==> src/rtl/pixel_timing_pkg.sv <==
// Shared display timing constants, coordinate type and colour/output bundles
// used by the pixel scanner and its per-axis counter.
package pixel_timing_pkg;

  localparam int H_ACTIVE_DEF = 640;
  localparam int H_FP_DEF     = 16;
  localparam int H_SYNC_DEF   = 96;
  localparam int H_BP_DEF     = 48;

  localparam int V_ACTIVE_DEF = 480;
  localparam int V_FP_DEF     = 10;
  localparam int V_SYNC_DEF   = 2;
  localparam int V_BP_DEF     = 33;

  localparam int COORD_W = 10;

  typedef logic [COORD_W-1:0] coord_t;

  typedef struct packed {
    logic [7:0] r;
    logic [7:0] g;
    logic [7:0] b;
  } rgb_t;

  typedef struct packed {
    rgb_t rgb;
    logic hs;
    logic vs;
    logic de;
  } vga_t;

  function automatic int axis_total(input int active, input int fp, input int sync, input int bp);
    return active + fp + sync + bp;
  endfunction

  localparam int H_TOTAL = axis_total(H_ACTIVE_DEF, H_FP_DEF, H_SYNC_DEF, H_BP_DEF);
  localparam int V_TOTAL = axis_total(V_ACTIVE_DEF, V_FP_DEF, V_SYNC_DEF, V_BP_DEF);

endpackage

==> src/rtl/pixel_scanner_if.sv <==
// Pixel request/shade bus and registered display outputs of the scanner.
interface pixel_scanner_if;
  import pixel_timing_pkg::*;

  coord_t     pixel_x;
  coord_t     pixel_y;
  logic       pixel_valid;
  logic       frame_start;
  logic [7:0] rgb_r;
  logic [7:0] rgb_g;
  logic [7:0] rgb_b;
  logic [7:0] vga_r;
  logic [7:0] vga_g;
  logic [7:0] vga_b;
  logic       vga_hs;
  logic       vga_vs;
  logic       vga_de;

  modport master (
    output pixel_x, pixel_y, pixel_valid, frame_start,
    output vga_r, vga_g, vga_b, vga_hs, vga_vs, vga_de,
    input  rgb_r, rgb_g, rgb_b
  );

  modport slave (
    input  pixel_x, pixel_y, pixel_valid, frame_start,
    input  vga_r, vga_g, vga_b, vga_hs, vga_vs, vga_de,
    output rgb_r, rgb_g, rgb_b
  );

endinterface

==> src/rtl/sync_counter.sv <==
// One display axis: position counter with wrap, plus active-area and
// sync-window decode. The next count is exported so the caller can register
// derived outputs in step with the counter.
module sync_counter
  import pixel_timing_pkg::*;
#(
  parameter int ACTIVE = H_ACTIVE_DEF,
  parameter int FP     = H_FP_DEF,
  parameter int SYNC   = H_SYNC_DEF,
  parameter int BP     = H_BP_DEF
) (
  input  logic   clk,
  input  logic   rst,
  input  logic   advance_i,
  output coord_t cnt_o,
  output coord_t cnt_next_o,
  output logic   wrap_o,
  output logic   active_next_o,
  output logic   sync_o
);

  localparam coord_t LAST       = coord_t'(axis_total(ACTIVE, FP, SYNC, BP) - 1);
  localparam coord_t ACT_END    = coord_t'(ACTIVE);
  localparam coord_t SYNC_START = coord_t'(ACTIVE + FP);
  localparam coord_t SYNC_END   = coord_t'(ACTIVE + FP + SYNC);

  coord_t cnt_q;
  coord_t cnt_d;

  // NOTE: every variable written here gets a default first, so no path leaves it unassigned and no latch is inferred.
  always_comb begin
    cnt_d = cnt_q;
    if (advance_i) begin
      cnt_d = (cnt_q == LAST) ? '0 : cnt_q + coord_t'(1);
    end
  end

  // NOTE: flops take non-blocking assignments so every register samples pre-edge values together.
  always_ff @(posedge clk) begin
    if (rst) begin
      cnt_q <= '0;
    end else begin
      cnt_q <= cnt_d;
    end
  end

  assign cnt_o         = cnt_q;
  assign cnt_next_o    = cnt_d;
  assign wrap_o        = advance_i && (cnt_q == LAST);
  assign active_next_o = (cnt_d < ACT_END);
  assign sync_o        = (cnt_q >= SYNC_START) && (cnt_q < SYNC_END);

endmodule

==> src/rtl/pixel_scanner.sv <==
// Raster scanner: walks the screen, requests shaded pixels for the active
// area and emits colour, syncs and data-enable one clock later.
module pixel_scanner
  import pixel_timing_pkg::*;
#(
  parameter int H_ACTIVE = H_ACTIVE_DEF,
  parameter int H_FP     = H_FP_DEF,
  parameter int H_SYNC   = H_SYNC_DEF,
  parameter int H_BP     = H_BP_DEF,
  parameter int V_ACTIVE = V_ACTIVE_DEF,
  parameter int V_FP     = V_FP_DEF,
  parameter int V_SYNC   = V_SYNC_DEF,
  parameter int V_BP     = V_BP_DEF,
  parameter bit SYNC_NEG = 1'b1
) (
  input  logic            clk,
  input  logic            rst,
  input  logic            enable,
  pixel_scanner_if.master scan
);

  coord_t h_cnt, h_next, v_cnt, v_next;
  logic   h_wrap, v_wrap_unused;
  logic   h_act_next, v_act_next;
  logic   h_sync_raw, v_sync_raw;

  sync_counter #(
    .ACTIVE(H_ACTIVE), .FP(H_FP), .SYNC(H_SYNC), .BP(H_BP)
  ) u_h_axis (
    .clk           (clk),
    .rst           (rst),
    .advance_i     (enable),
    .cnt_o         (h_cnt),
    .cnt_next_o    (h_next),
    .wrap_o        (h_wrap),
    .active_next_o (h_act_next),
    .sync_o        (h_sync_raw)
  );

  sync_counter #(
    .ACTIVE(V_ACTIVE), .FP(V_FP), .SYNC(V_SYNC), .BP(V_BP)
  ) u_v_axis (
    .clk           (clk),
    .rst           (rst),
    .advance_i     (h_wrap),
    .cnt_o         (v_cnt),
    .cnt_next_o    (v_next),
    .wrap_o        (v_wrap_unused),
    .active_next_o (v_act_next),
    .sync_o        (v_sync_raw)
  );

  // Coordinates are registered from the next counts so the port bits come
  // straight off flops while still reading zero outside the active area.
  logic   valid_d, valid_q;
  coord_t x_d, x_q, y_d, y_q;

  always_comb begin
    valid_d = h_act_next && v_act_next;
    x_d     = valid_d ? h_next : '0;
    y_d     = valid_d ? v_next : '0;
  end

  always_ff @(posedge clk) begin
    if (rst) begin
      valid_q <= 1'b1;
      x_q     <= '0;
      y_q     <= '0;
    end else begin
      valid_q <= valid_d;
      x_q     <= x_d;
      y_q     <= y_d;
    end
  end

  vga_t vga_d, vga_q;

  always_comb begin
    vga_d.rgb = valid_q ? rgb_t'({scan.rgb_r, scan.rgb_g, scan.rgb_b}) : rgb_t'('0);
    vga_d.hs  = h_sync_raw ^ SYNC_NEG;
    vga_d.vs  = v_sync_raw ^ SYNC_NEG;
    vga_d.de  = valid_q;
  end

  always_ff @(posedge clk) begin
    if (rst) begin
      vga_q.rgb <= '0;
      vga_q.hs  <= SYNC_NEG;
      vga_q.vs  <= SYNC_NEG;
      vga_q.de  <= 1'b0;
    end else if (enable) begin
      vga_q <= vga_d;
    end
  end

  assign scan.pixel_x     = x_q;
  assign scan.pixel_y     = y_q;
  assign scan.pixel_valid = valid_q;
  assign scan.frame_start = (h_cnt == '0) && (v_cnt == '0) && enable;
  assign scan.vga_r       = vga_q.rgb.r;
  assign scan.vga_g       = vga_q.rgb.g;
  assign scan.vga_b       = vga_q.rgb.b;
  assign scan.vga_hs      = vga_q.hs;
  assign scan.vga_vs      = vga_q.vs;
  assign scan.vga_de      = vga_q.de;

endmodule

==> src/flat_wrapper.sv <==
// flat-port wrapper written by rule: the top's interface ports become plain ports
module pixel_scanner_flat import pixel_timing_pkg::*;
#(
  parameter int H_ACTIVE = H_ACTIVE_DEF,
  parameter int H_FP     = H_FP_DEF,
  parameter int H_SYNC   = H_SYNC_DEF,
  parameter int H_BP     = H_BP_DEF,
  parameter int V_ACTIVE = V_ACTIVE_DEF,
  parameter int V_FP     = V_FP_DEF,
  parameter int V_SYNC   = V_SYNC_DEF,
  parameter int V_BP     = V_BP_DEF,
  parameter bit SYNC_NEG = 1'b1
)
  (clk, rst, enable, scan_pixel_x, scan_pixel_y, scan_pixel_valid, scan_frame_start, scan_vga_r, scan_vga_g, scan_vga_b, scan_vga_hs, scan_vga_vs, scan_vga_de, scan_rgb_r, scan_rgb_g, scan_rgb_b);
  pixel_scanner_if scan_i ();
  input  logic clk;
  input  logic rst;
  input  logic enable;
  output wire logic [$bits(scan_i.pixel_x)-1:0] scan_pixel_x;
  output wire logic [$bits(scan_i.pixel_y)-1:0] scan_pixel_y;
  output wire logic [$bits(scan_i.pixel_valid)-1:0] scan_pixel_valid;
  output wire logic [$bits(scan_i.frame_start)-1:0] scan_frame_start;
  output wire logic [$bits(scan_i.vga_r)-1:0] scan_vga_r;
  output wire logic [$bits(scan_i.vga_g)-1:0] scan_vga_g;
  output wire logic [$bits(scan_i.vga_b)-1:0] scan_vga_b;
  output wire logic [$bits(scan_i.vga_hs)-1:0] scan_vga_hs;
  output wire logic [$bits(scan_i.vga_vs)-1:0] scan_vga_vs;
  output wire logic [$bits(scan_i.vga_de)-1:0] scan_vga_de;
  input wire logic [$bits(scan_i.rgb_r)-1:0] scan_rgb_r;
  input wire logic [$bits(scan_i.rgb_g)-1:0] scan_rgb_g;
  input wire logic [$bits(scan_i.rgb_b)-1:0] scan_rgb_b;
  assign scan_pixel_x = scan_i.pixel_x;
  assign scan_pixel_y = scan_i.pixel_y;
  assign scan_pixel_valid = scan_i.pixel_valid;
  assign scan_frame_start = scan_i.frame_start;
  assign scan_vga_r = scan_i.vga_r;
  assign scan_vga_g = scan_i.vga_g;
  assign scan_vga_b = scan_i.vga_b;
  assign scan_vga_hs = scan_i.vga_hs;
  assign scan_vga_vs = scan_i.vga_vs;
  assign scan_vga_de = scan_i.vga_de;
  assign scan_i.rgb_r = scan_rgb_r;
  assign scan_i.rgb_g = scan_rgb_g;
  assign scan_i.rgb_b = scan_rgb_b;
  pixel_scanner #(.H_ACTIVE(H_ACTIVE), .H_FP(H_FP), .H_SYNC(H_SYNC), .H_BP(H_BP), .V_ACTIVE(V_ACTIVE), .V_FP(V_FP), .V_SYNC(V_SYNC), .V_BP(V_BP), .SYNC_NEG(SYNC_NEG)) u_core (.clk(clk), .rst(rst), .enable(enable), .scan(scan_i));
endmodule
==> config.mk <==
export PLATFORM = sky130hd
export DESIGN_NAME = pixel_scanner_flat
export DESIGN_NICKNAME = d
export VERILOG_FILES = /design/src/rtl/pixel_timing_pkg.sv /design/src/rtl/pixel_scanner_if.sv /design/src/rtl/sync_counter.sv /design/src/rtl/pixel_scanner.sv /design/src/flat_wrapper.sv
export SDC_FILE = /design/constraint.sdc
export NUM_CORES = 1
export LEC_CHECK = 0
export CORE_MARGIN = 5
export CORE_UTILIZATION = 35
export CTS_CLUSTER_SIZE = 24
export DETAILED_ROUTE_END_ITERATION = 16
export PLACE_DENSITY = 0.73
export SLEW_MARGIN = 20
export SYNTH_ARGS = -nofsm -noshare
export SYNTH_HDL_FRONTEND = slang
export SYNTH_SLANG_ARGS = --single-unit
export TNS_END_PERCENT = 30
==> constraint.sdc <==
create_clock -name clk -period 5 [get_ports clk]
set_clock_uncertainty 0.05 [all_clocks]
set_input_delay 1 -clock clk [delete_from_list [all_inputs] [get_ports clk]]
set_output_delay 1 -clock clk [all_outputs]
set_load 0.03 [all_outputs]
After elaboration in Yosys (flattened, before gate mapping)
Cells that the tools add are included.
Widths: inputs -> output; s select.
{"block": "op_classes", "add_sub_neg": 2, "magnitude_cmp": 6, "n_eq_ne": 2, "mux": 5, "n_bitwise": 3, "reduce_logical": 9}
{"op": "$mux 10", "n": 4}
{"op": "$mux 24", "n": 1}
{"op": "$add 10x1->10 const B", "n": 2}
{"op": "$eq 10x10->1 const B", "n": 2}
{"op": "$logic_not 10->1", "n": 2}
{"op": "$lt 10x10->1 const B", "n": 2}
{"op": "$lt 10x9->1 const B", "n": 2}
{"op": "$ge 10x10->1 const B", "n": 1}
{"op": "$ge 10x9->1 const B", "n": 1}
{"op": "$logic_and 1x1->1", "n": 6}
{"op": "$not 1->1", "n": 3}
{"op": "$reduce_or 2->1", "n": 1}
{"block": "word_totals", "regBits": 68, "in_bits": 27, "elab_cells": 38}

Depth between registers and ports, before layout
{"block": "depth", "ltp_word": 7, "depth_mapped": 10, "mapped_depth_nobuf": 7}

Hierarchy
Synthesis repeated with hierarchy kept, for this count alone.
{"block": "unflattened", "hier_cells": 295, "hier_area_um2": 2925.3}
{"mod": "pixel_scanner", "instances": 1, "cells_each": 148, "area_each_um2": 1704.1, "seq_area_each_um2": 960.9}
{"mod": "sync_counter (u_core.u_h_axis)", "instances": 1, "cells_each": 72, "area_each_um2": 618.1, "seq_area_each_um2": 200.2}
{"mod": "sync_counter (u_core.u_v_axis)", "instances": 1, "cells_each": 75, "area_each_um2": 603.1, "seq_area_each_um2": 200.2}

Least setup slack after synthesis
OpenSTA, ideal clock, no wires.
{"block": "synth_path", "kind": "input to output", "start": "input port enable", "end": "output port scan_frame_start", "arrival_ns": 2.976, "required_time_ns": 3.950, "setup_slack_ns": 0.974, "path_stages": 6, "n_path_buf": 1, "cell_sequence": "buf_4 clkinv_1 or3_1 nor4_1 nand3_1 nor4_1"}
{"block": "synth_via", "elab_chain_len": 1}
{"element": "start: declaration", "line_no": "flat_wrapper.sv:18", "rtl": "input logic enable;"}
{"element": "$logic_and 1x1->1", "line_no": "pixel_scanner.sv:99", "rtl": "assign scan.frame_start = (h_cnt == '0) && (v_cnt == '0) && enable;"}
{"element": "end: declaration", "line_no": "flat_wrapper.sv:22", "rtl": "output wire logic [$bits(scan_i.frame_start)-1:0] scan_frame_start;"}
No other way between the ends.

Final worst setup path
Ends and elaborated chain as after synthesis.

==> summary.md <==
| Metric | Value |
|---|---|
| Status | `completed` |
| Worst Max-Slew Pin Slew | `about 0.91 ns` |
| Post-synthesis sequential area ratio | `0.513` |
| Sink Count | `68` |
| Gr usage total | `0.150` |
| Tcrit/Tclk final | `0.841` |
| Endpoints failing setup | `0` |
| Clk_lat worst skew | `0.34 ns` |
| Fmax achieved | `238 MHz` |
| Die Wd | `just under 100 um` |
| Initial antenna violation count | `0` |
| Diode count | `0` |
| Dominant cell by count in the synthesized netlist | `dfxtp_1` |
| Hpwl dp | `4820 um` |
| PwrDens | `326 nW/um^2` |
| Die ar. | `about 9400 sq um` |
| Max-Cap Viols | `0` |
| DRT antenna net count | `0` |
| Height of the die | `97.0 um` |
| Synth Register Bits | `68` |
| FFs w/ async S/R, synth | `0` |
| Worst Setup SP | `enable` |
| Nets | `384` |
| H-tree depth | `3` |
| CP arrival | `3.16 ns` |
| Pin count of the biggest net entering global routing | `50` |
| Critical Path RT | `slightly below 4 ns` |
| Hold Crit Class | `flop to flop` |
| Synth top area cells | `dfxtp_1 (51%), nor2_1 (7.2%), a22oi_1 (7.1%), nor3_1 (4.5%), xnor2_1 (2.6%)` |
| Clock transition at the registers of the reported paths | `0.07 ns` |
| Vias in the first global route | `2340` |
| Min Clock Period, post-route | `~4.2 ns` |
| Top cells by count, synth | `dfxtp_1 (68), nor2_1 (51), a22oi_1 (25)` |
| GRT overflow | `0` |
| Setup TNS | `0 ns` |
| Post-synth top flop | `dfxtp_1` |
| Num ports | `76` |
| Via density | `between 5 and 6` |
| Post-Route Utilization | `0.499` |
| Buf+Inv Stages, Crit Path | `3` |
| Buffers on Ports | `75` |
| CP most frequent cell | `nor4_1` |
| Setup bufs post-CTS | `0` |
| Wire per inst | `14.9 um` |
| Core area | `7330 sq um` |
| Share of layout cells above drive strength 1 | `0.0700` |
| Starting DRT DRC Count | `between 100 and 150` |
| Synthesis-to-layout area growth | `38.1%` |
| Filler cell count | `672` |
| Yosys cell types | `40` |
| WS Path Type | `input pin to primary output` |
| Number of CTS-inserted buffers | `9` |
| R2R Path Start | `u_core.u_h_axis.cnt_o[0]` |
| Fin. Hold Viols | `0` |
| Syn. warnings | `0` |
| Setup WS pre-CTS | `0.733 ns` |
| GPL Wtd Cong | `around 0.82` |
| Net Count, Synth | `between 300 and 400` |
| Hold Path Origin | `u_core.scan.vga_hs` |
| Relative slew slack | `0.395` |
| Worst-path fanout max | `10` |
| Post-layout instance area | `3660 sq um` |
| Setup crit start kind | `input pin` |
| Syn Std Cell Area | `2650 sq um` |
| Clock tree from TritonCTS | `done` |
| Drt pass-1 iters | `4` |
| CTS root buffer | `clkbuf_8` |
| Drt total wl | `6800 um` |
| Lkg Pwr | `around 1.4 nW` |
| Effective utilization at floorplan | `0.362` |
| CTS hold repair buffers | `0` |
| Clock Path Buffers | `2` |
| IR drop worst, VDD | `0.211 mV` |
| CP max stage delay | `0.76 ns` |
| Avg Synthesized Cell Area | `9.30 sq um` |
| Post-synth top area share | `0.513` |
| Vias post-DR | `2340` |
| CP Capture Type | `primary output` |
| Slew Viols, Final | `0` |
| Critical Path, Cell by Cell | `clkdlybuf4s50_1 -> clkinv_1 -> or3_1 -> nor4_1 -> nand3_1 -> nor4_1 -> buf_4` |
| Cells after synthesis | `285` |
| Unrepaired setup endpoints after global routing | `false` |
| Worst path slowest cell | `clkdlybuf4s50_1` |
| Post-synth EDFFs | `0` |
| Final setup margin | `slightly below 0.8 ns` |
| Post-synth top area cell | `dfxtp_1` |
| First-pass GRT wire length | `11400 um` |
| Post_cts resized | `0` |
| Placed Area | `3430 sq um` |
| Rows | `31` |
| Drt drc | `0` |
| Crit path max-delay family | `buffers and inverters` |
metrics by stage:
stage | power, W | hold WS [ns] | instances
finish | 0.00119 | 0.449 | 456
CTS | 0.00121 | 0.454 | 456
detailed placement | 0.000699 | 0.431 | 440
global placement | 0.000696 | 0.419 | 440
floorplan | 0.000641 | 0.492 | 285
global route | 0.00124 | 0.467 | 456
per-layer routing:
layer,routed length [um],GRT usage,up-vias,share of wire
li1,-,-,1125,-
met1,2740,0.164,1099,0.40
met3,827,0.0799,13,0.12
met4,129,0.0724,0,0.019
met2,3090,0.236,103,0.46
met5,0,0,-,0
report_power, final:
| group | leakage, nW | internal, W | total (W) | switching, W |
|---|---|---|---|---|
| Combinational | 0.711 | 0.0000552 | 0.000121 | 0.0000659 |
| Sequential | 0.553 | 0.000556 | 0.000565 | 0.00000872 |
| Clock | 0.110 | 0.000296 | 0.000507 | 0.000210 |
layout make-up:
cell class	instances	area (sq um)	area share
inverter	5	18.8	0.00513
clock buffer	11	141	0.0386
timing repair buffer	78	771	0.211
multi-input combinational	190	1160	0.317
tap	99	124	0.0338
clock inverter	5	85.1	0.0232
sequential	68	1360	0.372
logic make-up after synthesis:
| kind of cell | count (synthesis) | synth area share |
|---|---|---|
| buffers and inverters | 27 | 0.0491 |
| other | 1 | 0.00141 |
| XOR/XNOR | 12 | 0.0396 |
| flip-flops | 68 | 0.513 |
| adder cells (fa/ha/maj) | 5 | 0.0236 |
| AND/OR/NAND/NOR | 129 | 0.257 |
| AO/OA/AOI/OAI | 42 | 0.112 |
| multiplexers | 1 | 0.00378 |
path summary, 6_finish.rpt:
kind	endpoint	slack (ns)	cells after the start
setup / recovery	scan_frame_start	0.79	7
hold / removal	u_core.scan.vga_hs	0.45	2
setup reg to reg	u_core.scan.pixel_x[6]	1.98	8
hold reg to reg	u_core.scan.vga_hs	0.45	2
worst min-delay path, delay by kind of cell, from the launching register on:
kind | cells | cell delay, ns
AO/OA/AOI/OAI | 1 | 0.08
flip-flops | 1 | 0.33
AND/OR/NAND/NOR | 1 | 0.06
layout by cell type (no fill, tap or decap), types with 2 or more instances in the layout:
cell and instances:
a21oi_1 7, a22oi_1 25, and2_1 2, and3_1 8
buf_4 4, bufinv_16 2, clkbuf_8 10, clkdlybuf4s50_1 74
clkinv_4 2, dfxtp_1 68, ha_1 5, inv_1 4
nand2_1 9, nand2b_1 3, nand3_1 11, nand4_1 2
nor2_1 51, nor3_1 24, nor4_1 6, nor4b_1 3
o21ai_0 3, o21bai_1 2, or3_1 2, xnor2_1 8
xor2_1 4
flip-flops by register name, indices dropped and copies added, names as in the netlist:
register	flops
u_core.scan.vga_r	8
u_core.scan.vga_vs	1
u_core.scan.vga_g	8
u_core.scan.pixel_valid	1
u_core.scan.pixel_y	10
u_core.scan.pixel_x	10
u_core.scan.vga_hs	1
u_core.u_h_axis.cnt_o	10
u_core.scan.vga_b	8
u_core.scan.vga_de	1
u_core.u_v_axis.cnt_o	10
Power figures use the tool's default switching activity.
==> RTL change: new RTL, same settings <==
Set the package constant `COORD_W` to 11 (it was 10).
--- a/src/rtl/pixel_timing_pkg.sv
+++ b/src/rtl/pixel_timing_pkg.sv
@@ -13,5 +13,5 @@
   localparam int V_BP_DEF     = 33;
 
-  localparam int COORD_W = 10;
+  localparam int COORD_W = 11;
 
   typedef logic [COORD_W-1:0] coord_t;
Interface: changed (resized scan_pixel_x and scan_pixel_y); port bits go from 76 to 78. No check against the original RTL was run, so the function may have changed too.
==> RTL change against the original RTL <==
- clock power down 21%
- cell area up 6.5%
- critical path depth fell by 3
- core utilization fell by 2.2 points
- sequential cell count grew 4
- area after synthesis increased by 10%
- routed wire length grew 5.4%
- fmax increased by 10%
- count of clock-buffer cells in the layout is 2 lower
- power fell by 6.4%
- worst setup slack improved by 0.39 ns
- via count increased by 3.0%
- largest power group unchanged
==> RTL change: results (changes against the original RTL) <==
| Metric | Value |
|---|---|
| Depth of the most critical reg-to-reg path | `7 (-1)` |
| Cell area after placement | `0.003729 mm2 (+8.6%)` |
| Leak Pwr | `1.475 nW (+7.3%)` |
| Total sequential power | `594 uW (+5.1%)` |
| Placer congestion estimate | `0.8550 (+3.8%)` |
| Final Routed Wirelength | `7162 um (+5.4%)` |
| Share of layout cells above drive strength 1 | `0.1158 (+0.04576)` |
| Least-Margin Pin Slew | `0.9646 ns (+0.05765 ns)` |
| Count of port buffers added during placement | `77 (+2.7%)` |
| Vias in the first global route | `2377 (+1.6%)` |
| Run status | `finished, final reports clean` |
| DR iter-0 viols | `132 (+6.5%)` |
| Wire length of the first global-routing pass | `11350 um (-0.79%)` |
| Largest fanout on the critical path | `11 (+1)` |
| Switching Share | `0.2641 (+0.02496)` |
| Reg-to-reg slack, setup | `2.55 ns (+0.57 ns)` |
| Hold path startpoint | `u_core.scan.vga_de` |
| Clock root buffer | `sky130_fd_sc_hd__clkbuf_8` |
| Combinational group share of total power | `0.109 (+0.007)` |
| Number of levels the H-tree was split into | `3 (unchanged)` |
| Post-detailed-route via-to-cell ratio | `4.969 (-3.2%)` |
| Largest stage delay, worst path | `0.72 ns (-0.04 ns)` |
| Largest net degree at the start of global routing | `48 (-4.0%)` |
| # nets final | `407 (+6.0%)` |
| Share of synthesized area occupied by flip-flops and latches | `0.4936 (-0.01988)` |
| Clock slew seen by the registers of the worst setup and hold paths | `about 0.080 ns` |
| Worst reg2reg endpoint | `u_core.scan.pixel_y[7]` |
| Maximum vdd drop | `0.0001689 V (-20%)` |
| Post CTS Setup Buffer Count | `0 (unchanged)` |
| Largest cells by area after synthesis | `sky130_fd_sc_hd__dfxtp_1 (49%), sky130_fd_sc_hd__nor2_1 (7.7%), sky130_fd_sc_hd__a22oi_1 (6.4%), sky130_fd_sc_hd__nor3_2 (3.4%), sky130_fd_sc_hd__xor2_1 (2.7%)` |
| Reg-to-Reg Start | `u_core.u_h_axis.cnt_o[0]` |
| Worst hold path endpoint | `u_core.scan.vga_de` |
| HPWL Detailed | `4995 um (+3.7%)` |
| Synth cell count leaders | `sky130_fd_sc_hd__dfxtp_1 (72), sky130_fd_sc_hd__nor2_1 (60), sky130_fd_sc_hd__a22oi_1 (25)` |
| Netlist cell types | `48 (+20%)` |
| Mean cell area of the mapped netlist | `9.702 um2 (+4.3%)` |
| Total global-route track usage | `0.1414 (-0.008156)` |
[RTL change: cell types whose count changed after synthesis, sizes merged, moves of 5 or more]
cell	unedited run	this run
nand4	4	10
xor2	4	11
and2	2	7
clkbuf	13	8
nor2	51	60
[RTL change: metal layers]
layer  vias to the layer above  global-route usage  share of wire
met5                         -                   0              0
met4                         0             0.06646          0.028
met3                        16             0.04614          0.054
met2                        51              0.2238           0.48
met1                      1150              0.1740           0.44
li1                       1193                   -              -
[RTL change: metrics by stage]
stage	power [mW]	worst slack (ns)	utilization	cells	hold WS (ns)
after detailed placement	0.7303	1.191	0.4561	469	0.4359
after global routing	1.172	1.101	0.4770	485	0.4766
final	1.116	1.185	0.4770	485	0.4501
after CTS	1.131	1.190	0.4770	485	0.4560
after floorplan	0.6734	2.043	-	303	0.4824
after global placement	0.7278	1.228	0.4561	469	0.4238
[RTL change: final cells by class]
| cell class | instances | area, um2 |
|---|---|---|
| clock buffers | 9 | 123.9 |
| multi-input cells | 208 | 1355 |
| flip-flops and latches | 72 | 1441 |
| inverters | 6 | 22.52 |
| clock inverters | 7 | 47.55 |
| well taps | 105 | 131.4 |
| repair buffers | 78 | 778.2 |
| fillers | 797 | 4275 |
[RTL change: cell families (layout without fill, tap and decap cells)]
logic type,Yosys count,count (layout),synth area share
AOI/OAI and AO/OA,46,46,0.1187
xor gates and xnor gates,16,16,0.05699
adders and majority gates,5,5,0.02142
buffers and inverters,23,100,0.04499
DFF,72,72,0.4936
other,1,3,0.001284
and+or+nand+nor,138,138,0.2631
[RTL change: critical path: cells and delay by family]
family	cells	cell delay, ns
simple gates	2	0.35
buf+inv	2	1.42
